`config.mk`:
```
export PLATFORM = sky130hd
export DESIGN_NAME = seq_alu
export DESIGN_NICKNAME = d
export VERILOG_FILES = /design/src/rtl/seq_alu.sv
export SDC_FILE = /design/constraint.sdc
export NUM_CORES = 1
export LEC_CHECK = 0
export CAP_MARGIN = 20
export CORE_MARGIN = 5
export CORE_UTILIZATION = 43
export DETAILED_ROUTE_END_ITERATION = 6
export PLACE_DENSITY = 0.74
export SLEW_MARGIN = 20
export SYNTH_ARGS = -nofsm -noshare
export SYNTH_HDL_FRONTEND = slang
export SYNTH_SLANG_ARGS = --single-unit
```
`constraint.sdc`:
```
create_clock -name clk -period 6.9 [get_ports clk]
set_input_delay 1.38 -clock clk [delete_from_list [all_inputs] [get_ports clk]]
set_output_delay 1.38 -clock clk [all_outputs]
set_load 0.1 [all_outputs]
```
`src/rtl/seq_alu.sv`:
```
// rtl/seq_alu.sv - handshaked multi-cycle ALU; iterative MUL/DIV/MOD built only with SEQ_ALU_MULDIV_EN
module seq_alu #(
   parameter int WIDTH = 32,
   parameter int SHW   = $clog2(WIDTH)
) (
   input  logic             clk,
   input  logic             rst_n,
   input  logic             in_valid,
   output logic             in_ready,
   input  logic [WIDTH-1:0] a,
   input  logic [WIDTH-1:0] b,
   input  logic [3:0]       opcode,
   output logic             out_valid,
   input  logic             out_ready,
   output logic [WIDTH-1:0] result,
   output logic             zero,
   output logic             negative,
   output logic             carryout,
   output logic             overflow,
   output logic             div_by_zero
);

   typedef enum logic [1:0] {S_IDLE, S_ONE, S_BUSY, S_DONE} state_t;

   localparam logic [3:0] OP_AND = 4'b0000, OP_OR  = 4'b0001, OP_XOR = 4'b0010, OP_NOR = 4'b0011;
   localparam logic [3:0] OP_NAND = 4'b0100, OP_NOT = 4'b0101, OP_ADD = 4'b0110, OP_SUB = 4'b0111;
   localparam logic [3:0] OP_SLT = 4'b1000, OP_MUL = 4'b1001, OP_DIV = 4'b1010, OP_MOD = 4'b1011;
   localparam logic [3:0] OP_SLA = 4'b1100, OP_SRA = 4'b1101;

   state_t             state_q, state_d;
   logic [WIDTH-1:0]   a_q, a_d, b_q, b_d, res_q, res_d;
   logic [3:0]         op_q, op_d;
   logic               zero_q, zero_d, neg_q, neg_d, c_q, c_d, v_q, v_d, dbz_q, dbz_d;
   logic [WIDTH:0]     sum_w, dif_w;
   logic [WIDTH-1:0]   one_res;
   logic               one_c, one_v, one_dbz;

`ifdef SEQ_ALU_MULDIV_EN
   localparam logic [SHW:0] CNT_LAST = (SHW+1)'(WIDTH-1);
   // acc: product accumulator or remainder; mc: shifted multiplicand or divisor; y: multiplier or quotient
   logic [2*WIDTH-1:0] acc_q, acc_d, mc_q, mc_d, prod;
   logic [WIDTH-1:0]   y_q, y_d, ma, mb, quo, rem, fin_res;
   logic [SHW:0]       cnt_q, cnt_d;
   logic               sgn_q, sgn_d, mnov_q, mnov_d, fin_v;
   logic [WIDTH:0]     shl, diff;

   assign ma = a[WIDTH-1] ? -a : a;
   assign mb = b[WIDTH-1] ? -b : b;
`endif

   assign in_ready    = (state_q == S_IDLE);
   assign out_valid   = (state_q == S_DONE);
   assign result      = res_q;
   assign zero        = zero_q;
   assign negative    = neg_q;
   assign carryout    = c_q;
   assign overflow    = v_q;
   assign div_by_zero = dbz_q;

   always_comb begin
      sum_w   = {1'b0, a_q} + {1'b0, b_q};
      dif_w   = {1'b0, a_q} + {1'b0, ~b_q} + (WIDTH+1)'(1);
      one_res = '0;
      one_c   = 1'b0;
      one_v   = 1'b0;
      one_dbz = 1'b0;
      case (op_q)
         OP_AND:  one_res = a_q & b_q;
         OP_OR:   one_res = a_q | b_q;
         OP_XOR:  one_res = a_q ^ b_q;
         OP_NOR:  one_res = ~(a_q | b_q);
         OP_NAND: one_res = ~(a_q & b_q);
         OP_NOT:  one_res = ~a_q;
         OP_ADD: begin
            one_res = sum_w[WIDTH-1:0];
            one_c   = sum_w[WIDTH];
            one_v   = (a_q[WIDTH-1] == b_q[WIDTH-1]) && (sum_w[WIDTH-1] != a_q[WIDTH-1]);
         end
         OP_SUB: begin
            one_res = dif_w[WIDTH-1:0];
            one_c   = dif_w[WIDTH];
            one_v   = (a_q[WIDTH-1] != b_q[WIDTH-1]) && (dif_w[WIDTH-1] != a_q[WIDTH-1]);
         end
         OP_SLT:  one_res = {{(WIDTH-1){1'b0}}, ($signed(a_q) < $signed(b_q))};
         OP_SLA:  one_res = a_q << b_q[SHW-1:0];
         OP_SRA:  one_res = $signed(a_q) >>> b_q[SHW-1:0];
         OP_MUL:  one_res = '0;
`ifdef SEQ_ALU_MULDIV_EN
         // Only a zero divisor reaches the single-cycle stage for DIV/MOD
         OP_DIV: begin
            one_res = '1;
            one_dbz = 1'b1;
         end
         OP_MOD: begin
            one_res = a_q;
            one_dbz = 1'b1;
         end
`else
         OP_DIV:  one_res = '0;
         OP_MOD:  one_res = '0;
`endif
         default: one_res = '0;
      endcase
   end

   always_comb begin
      state_d = state_q;
      a_d     = a_q;
      b_d     = b_q;
      op_d    = op_q;
      res_d   = res_q;
      zero_d  = zero_q;
      neg_d   = neg_q;
      c_d     = c_q;
      v_d     = v_q;
      dbz_d   = dbz_q;
`ifdef SEQ_ALU_MULDIV_EN
      acc_d   = acc_q;
      mc_d    = mc_q;
      y_d     = y_q;
      cnt_d   = cnt_q;
      sgn_d   = sgn_q;
      mnov_d  = mnov_q;
      shl     = '0;
      diff    = '0;
      prod    = '0;
      quo     = '0;
      rem     = '0;
      fin_res = '0;
      fin_v   = 1'b0;
`endif
      case (state_q)
         S_IDLE: begin
            if (in_valid) begin
               a_d     = a;
               b_d     = b;
               op_d    = opcode;
               state_d = S_ONE;
`ifdef SEQ_ALU_MULDIV_EN
               if (opcode == OP_MUL || ((opcode == OP_DIV || opcode == OP_MOD) && b != '0)) begin
                  state_d = S_BUSY;
                  acc_d   = '0;
                  cnt_d   = '0;
                  mnov_d  = (opcode == OP_DIV) && (a == {1'b1, {(WIDTH-1){1'b0}}}) && (b == '1);
                  if (opcode == OP_MUL) begin
                     mc_d  = {{WIDTH{1'b0}}, ma};
                     y_d   = mb;
                     sgn_d = a[WIDTH-1] ^ b[WIDTH-1];
                  end else begin
                     mc_d  = {{WIDTH{1'b0}}, mb};
                     y_d   = ma;
                     sgn_d = (opcode == OP_DIV) ? (a[WIDTH-1] ^ b[WIDTH-1]) : a[WIDTH-1];
                  end
               end
`endif
            end
         end
         S_ONE: begin
            res_d   = one_res;
            zero_d  = (one_res == '0);
            neg_d   = one_res[WIDTH-1];
            c_d     = one_c;
            v_d     = one_v;
            dbz_d   = one_dbz;
            state_d = S_DONE;
         end
`ifdef SEQ_ALU_MULDIV_EN
         S_BUSY: begin
            cnt_d = cnt_q + 1'b1;
            if (op_q == OP_MUL) begin
               acc_d   = acc_q + (y_q[0] ? mc_q : '0);
               mc_d    = mc_q << 1;
               y_d     = y_q >> 1;
               prod    = sgn_q ? -acc_d : acc_d;
               fin_res = prod[WIDTH-1:0];
               // Representable only if the upper half is a pure sign extension of bit WIDTH-1
               fin_v   = !((&prod[2*WIDTH-1:WIDTH-1]) || !(|prod[2*WIDTH-1:WIDTH-1]));
            end else begin
               shl     = {acc_q[WIDTH-1:0], y_q[WIDTH-1]};
               diff    = shl - {1'b0, mc_q[WIDTH-1:0]};
               acc_d   = {{WIDTH{1'b0}}, (diff[WIDTH] ? shl[WIDTH-1:0] : diff[WIDTH-1:0])};
               y_d     = {y_q[WIDTH-2:0], ~diff[WIDTH]};
               quo     = sgn_q ? -y_d : y_d;
               rem     = sgn_q ? -acc_d[WIDTH-1:0] : acc_d[WIDTH-1:0];
               fin_res = (op_q == OP_DIV) ? quo : rem;
               fin_v   = (op_q == OP_DIV) && mnov_q;
            end
            if (cnt_q == CNT_LAST) begin
               res_d   = fin_res;
               zero_d  = (fin_res == '0);
               neg_d   = fin_res[WIDTH-1];
               c_d     = 1'b0;
               v_d     = fin_v;
               dbz_d   = 1'b0;
               state_d = S_DONE;
            end
         end
`endif
         S_DONE: begin
            if (out_ready) state_d = S_IDLE;
         end
         default: state_d = S_IDLE;
      endcase
   end

   always_ff @(posedge clk) begin
      if (!rst_n) begin
         state_q <= S_IDLE;
         a_q     <= '0;
         b_q     <= '0;
         op_q    <= '0;
         res_q   <= '0;
         zero_q  <= 1'b0;
         neg_q   <= 1'b0;
         c_q     <= 1'b0;
         v_q     <= 1'b0;
         dbz_q   <= 1'b0;
      end else begin
         state_q <= state_d;
         a_q     <= a_d;
         b_q     <= b_d;
         op_q    <= op_d;
         res_q   <= res_d;
         zero_q  <= zero_d;
         neg_q   <= neg_d;
         c_q     <= c_d;
         v_q     <= v_d;
         dbz_q   <= dbz_d;
      end
   end

`ifdef SEQ_ALU_MULDIV_EN
   always_ff @(posedge clk) begin
      if (!rst_n) begin
         acc_q  <= '0;
         mc_q   <= '0;
         y_q    <= '0;
         cnt_q  <= '0;
         sgn_q  <= 1'b0;
         mnov_q <= 1'b0;
      end else begin
         acc_q  <= acc_d;
         mc_q   <= mc_d;
         y_q    <= y_d;
         cnt_q  <= cnt_d;
         sgn_q  <= sgn_d;
         mnov_q <= mnov_d;
      end
   end
`endif

endmodule
```
# Word level (Yosys, flattened, before mapping)
# Index checks and enable logic that the tools add are counted.
op_classes:
  addsub: 3
  n_mul: 0
  div: 0
  n_lt_le_gt_ge: 1
  eq_ne: 18
  n_shift: 2
  muxes: 6
  bitwise: 7
  reduce_logical: 7
ops:
  columns: ["op", "n"]
  rows:
  - ["$pmux W32 S11", 1]
  - ["$not A32 Y32", 4]
  - ["$add A32 B32 Y33", 2]
  - ["$add A33 B1 Y33 const B", 1]
  - ["$and A32 B32 Y32", 1]
  - ["$logic_not A32 Y1", 1]
  - ["$lt A32 B32 Y1", 1]
  - ["$or A32 B32 Y32", 1]
  - ["$shl A32 B5 Y32", 1]
  - ["$sshr A32 B5 Y32", 1]
  - ["$xor A32 B32 Y32", 1]
  - ["$eq A4 B3 Y1 const B", 4]
  - ["$eq A4 B4 Y1 const B", 3]
  - ["$eq A4 B2 Y1 const B", 2]
  - ["$pmux W2 S3", 1]
  - ["$eq A4 B1 Y1 const B", 1]
  - ["$logic_not A4 Y1", 1]
  - ["$mux W2", 2]
  - ["$pmux W1 S2", 2]
  - ["$reduce_and A2 Y1", 2]
  - ["$ne A1 B1 Y1", 3]
  - ["$eq A2 B1 Y1 const B", 1]
  - ["$eq A2 B2 Y1 const B", 1]
  - ["$logic_and A1 B1 Y1", 2]
  - ["other kinds (4)", 4]
totals:
  ff_bits: 106
  latch_bits: 0
  ram_bits: 0
  mem_bits_ro: 0
  output_inout_bits: 39
  wordCells: 53
  memories: 0

# Logic depth before layout (Yosys ltp)
logic_depth:
  ltp_word: 6
  ltp_mapped: 19

# Least setup slack after synthesis
# OpenSTA, ideal clock, no wires.
synth_timing:
  path_type: "flip-flop to flip-flop"
  from: "register b_q[3]"
  to: "register zero_q (netlist: zero)"
  t_arrival_ns: 4.238
  path_slack_ns: 2.604
  stages_incl_launch_ff: 18
  path_buffers: 3
  synth_period_minus_slack_ns: 4.296
  path_cell_list: "dfxtp_1 > clkbuf_1 > inv_1 > buf_1 > buf_1 > ha_1 > and2_1 > a221o_1 > o21a_1 > o31a_1 > nor2_1 > o21ai_1 > a221o_1 > a2111oi_0 > nand4_1 > nor4_2 > and4_1 > a31o_1"
synth_between:
  elab_chain_len: 5
synth_lines:
  columns: ["element", "line", "text"]
  rows:
  - ["from (decl)", "31", "logic [WIDTH-1:0] a_q, a_d, b_q, b_d, res_q, res_d;"]
  - ["from (signal assigned)", "210", "b_q <= '0;"]
  - ["from (signal assigned)", "221", "b_q <= b_d;"]
  - ["$not A32 Y32", "62", "dif_w = {1'b0, a_q} + {1'b0, ~b_q} + (WIDTH+1)'(1);"]
  - ["$add A32 B32 Y33", "62", null]
  - ["$add A33 B1 Y33", "62", null]
  - ["$pmux W32 S11 (*)", "67", "case (op_q)"]
  - ["$logic_not A32 Y1 (*)", "160", "zero_d = (one_res == '0);"]
  - ["to (signal assigned)", "224", "zero_q <= zero_d;"]
  - ["to (decl)", "33", "logic zero_q, zero_d, neg_q, neg_d, c_q, c_d, v_q, v_d, dbz_q, dbz_d;"]
# Mark *: on every way between the ends. The rest lies on a longest branch, timed or not.
# A chain may end at the register's enable or synchronous reset.

# Worst setup path after layout
layout_timing:
  from: "register b_q[4]"
  to: "register zero_q (netlist: zero)"
# The elaborated chain is that of the path after synthesis.

==> impl_metrics.py <==
metrics = {
    "outcome": {
        "outcome": "finished, final reports clean",
    },
    "setup_path": {
        "crit_path_cell_trace": "buf_4 > inv_1 > ha_1 > inv_2 > nor4_1 > o21ai_0 > a31o_2 > nor4_1 > o21ai_0 > a221o_1 > a21oi_1 > nor4bb_1 > and4_1 > a31o_1",
        "r2r_start": "b_q[4]$_SDFFE_PN0P_",
        "startpoint_type": "flip-flop",
        "crit_type": "flip-flop to flip-flop",
        "worstPathMaxFanout": 25,
        "reg2reg_depth": 14,
        "cp.arrival_ns": 5.48,
        "slowest_delay_ns": 0.77,
        "cp_slowest_cell": "nor4_1",
        "ff2ff_setup_slack_ns": 1.76,
        "crit_required_ns": 7.23,
        "worstSetupEndpointType": "flip-flop",
        "r2r-end": "zero$_SDFFE_PN0P_",
    },
    "routing": {
        "route.vias.total": 15900,
        "drt-total-wl_mm": 67.5,
        "drc": 0,
        "ant_nets": 0,
        "routedWlPerCell_um": 28.9,
        "initialDrtViolationCount": 2424,
        "first_pass_iters": 7,
        "viasPerCell": 6.79,
    },
    "power_and_ir_drop": {
        "power.switching_w": 0.00141,
        "ir_drop_mv": 0.161,
        "finalPower_w": 0.00284,
        "seq_power_share_pct": 26.1,
        "p_int_w": 0.00143,
        "power_density_mw_per_mm2": 184,
        "power.share.clock_pct": 20.1,
        "sw_frac_of_total_pct": 49.7,
        "leakagePower_nw": 5.66,
        "p_comb_share_pct": 53.8,
    },
    "worst_hold_path": {
        "whs_path_depth": 2,
        "holdCritPathClass": "flip-flop to flip-flop",
        "holdPathEnd": "result[5]$_SDFFE_PN0P_",
        "min_from": "result[5]$_SDFFE_PN0P_",
    },
    "synthesis": {
        "synth_cell_type_count": 92,
        "yosys_warnings": 0,
        "synth_nets": 2104,
        "syn_area_mm2": 0.0138,
        "synth-edff-count": 0,
        "synthFlopType": "dfxtp_1",
        "syn_inst": 1932,
        "yosysTopAreaCell": "dfxtp_1",
        "syn_avg_cell_area_um2": 7.15,
        "synthTopCellsByArea": "dfxtp_1 15%, ha_1 8.9%, nand2_1 6.8%",
        "yosysSeqAreaShare_pct": 15.2,
        "synth.top_cell.area_share_pct": 15.2,
        "synthArstFlopShare_pct": 0,
        "ys_ff_latch": 105,
    },
    "clock_network": {
        "cts_hold_buf": 0,
        "post-cts-setup-buffers": 0,
        "cts_tree": "built",
        "clock_latency_ns": 0.41,
        "cts_buffers": 9,
        "htree_levels": 3,
        "cts_resized": 0,
        "path_clk_slew_ns": 0.10,
        "cts.path.max_buffers": 2,
        "cts-root-buf": "clkbuf_16",
        "cts_sinks": 105,
    },
    "final_layout": {
        "drive_above_1_share_pct": 9.34,
        "nFillCells": 3241,
        "mostFrequentLayoutCell": "nand2_1",
        "syn_to_final_growth_pct": 11.7,
        "fin_nets": 2104,
        "final_cell_mix": "252 x nand2_1, 183 x a21oi_1, 162 x nor2_1",
    },
    "die": {
        "die_height_um": 189,
        "start_util_pct": 43.7,
        "die_w_um": 189,
        "coreArea_mm2": 0.0316,
        "ios": 111,
        "row_count": 65,
        "die_area_mm2": 0.0358,
    },
    "sta": {
        "hold_ws_ns": 0.468,
        "slew_headroom_pct": 25.2,
        "skew_ns": 0.0251,
        "fin_crit_ns": 5.14,
        "setup_tns_ns": 0,
        "hold_viol": 0,
        "final-setup-viol-count": 0,
        "tightest_slew_ns": 1.11,
        "fmax_mhz": 194,
        "rsz0062_at_grt": "no",
        "slew_viol_final": 0,
        "timing.final.crit_share_pct": 74.5,
    },
    "grt": {
        "grt_pass1_vias": 14700,
        "antenna_found_initial": 2,
        "grt_remaining_overflow": 0,
        "grt_pass1_wl_mm": 99.2,
        "track_usage_pct": 36.4,
        "grt_max_degree": 69,
    },
    "run": {
        "maxCapViolCount": 0,
    },
    "placed_design": {
        "portBuffers": 109,
        "hpwl_mm": 51.7,
        "place_congestion": 1.10,
    },
}
routing by layer:
layer / global-route usage [%] / routed length [um] / up-vias
li1: - / - / 7075
met1: 50.7 / 27900 / 7600
met2: 54.7 / 28800 / 1049
met3: 7.04 / 7420 / 169
met4: 16.0 / 3330 / 4
met5: 0 / 20 / -
worst max-delay path by stage:
stage	startpoint	to	slack (ns)	cells after the start
global placement	b_q[4]$_SDFFE_PN0P_	zero$_SDFFE_PN0P_	2.06	14
CTS	b_q[4]$_SDFFE_PN0P_	zero$_SDFFE_PN0P_	2.01	14
global route	b_q[1]$_SDFFE_PN0P_	zero$_SDFFE_PN0P_	1.45	14
floorplan	b_q[3]$_SDFFE_PN0P_	zero$_SDFFE_PN0P_	2.60	17
detailed placement	b_q[4]$_SDFFE_PN0P_	zero$_SDFFE_PN0P_	2.06	14
finish	b_q[4]$_SDFFE_PN0P_	zero$_SDFFE_PN0P_	1.76	14
critical path, delay by kind of cell, from the launching register on:
| family | cells | cell delay [ns] |
|---|---|---|
| and+or+nand+nor | 4 | 1.73 |
| AOI/OAI and AO/OA | 6 | 1.83 |
| adders and majority gates | 1 | 0.48 |
| DFF | 1 | 0.32 |
| buffers and inverters | 3 | 0.70 |
flip-flops by register name, indices dropped and copies added (netlist names):
name      count
a_q          32
b_q          32
result       32
op_q          4
state_q       2
carryout      1
overflow      1
zero          1
power by group through the flow:
| stage | clock network [W] | logic (W) | registers (W) |
|---|---|---|---|
| 2_1_floorplan | 0 | 0.000865 | 0.000871 |
| 3_3_place_gp | 0 | 0.00147 | 0.000748 |
| 3_5_place_dp | 0 | 0.00148 | 0.000751 |
| 4_1_cts | 0.000579 | 0.00148 | 0.000737 |
| 5_1_grt | 0.000599 | 0.00160 | 0.000746 |
| 6_report | 0.000570 | 0.00153 | 0.000740 |
Yosys cell counts, types with 36 or more instances:
cell type,instances
a21oi_1,184
inv_1,98
a211oi_1,53
nor2_1,164
dfxtp_1,105
nor3_1,41
xnor2_1,36
clkbuf_1,105
nand3_1,41
nand2_1,252
ha_1,98
o21ai_0,95
o22ai_1,41
mux2i_1,56
metrics by stage:
stage               instance area, um2  setup slack (ns)  utilization [%]  std cells
floorplan                        13800              2.60                -       1932
global placement                 15100              2.06             47.8       2323
detailed placement               15100              2.06             47.8       2323
CTS                              15400              2.01             48.8       2339
global route                     15400              1.45             48.8       2339
finish                           15400              1.76             48.8       2340
layout make-up:
cell class	instances	area [um2]	share of cell area, %
multi-input combinational	1558	10700	69.1
sequential	105	2110	13.7
timing repair buffer	157	1480	9.56
tap	402	503	3.26
inverter	101	380	2.46
clock buffer	11	253	1.64
clock inverter	5	45.0	0.292
antenna	1	2.50	0.0162
logic make-up (layout without fill, tap and decap cells):
group	after synthesis	after routing	synth area share (%)
AND/OR/NAND/NOR	652	652	22.0
AO/OA/AOI/OAI	633	633	30.5
buffers and inverters	269	274	7.92
multiplexers	123	123	12.1
flip-flops	105	105	15.2
adder cells (fa/ha/maj)	100	100	9.16
XOR/XNOR	49	49	3.11
other	1	2	0.0271
Note: power is estimated with default switching activity, not from simulation.
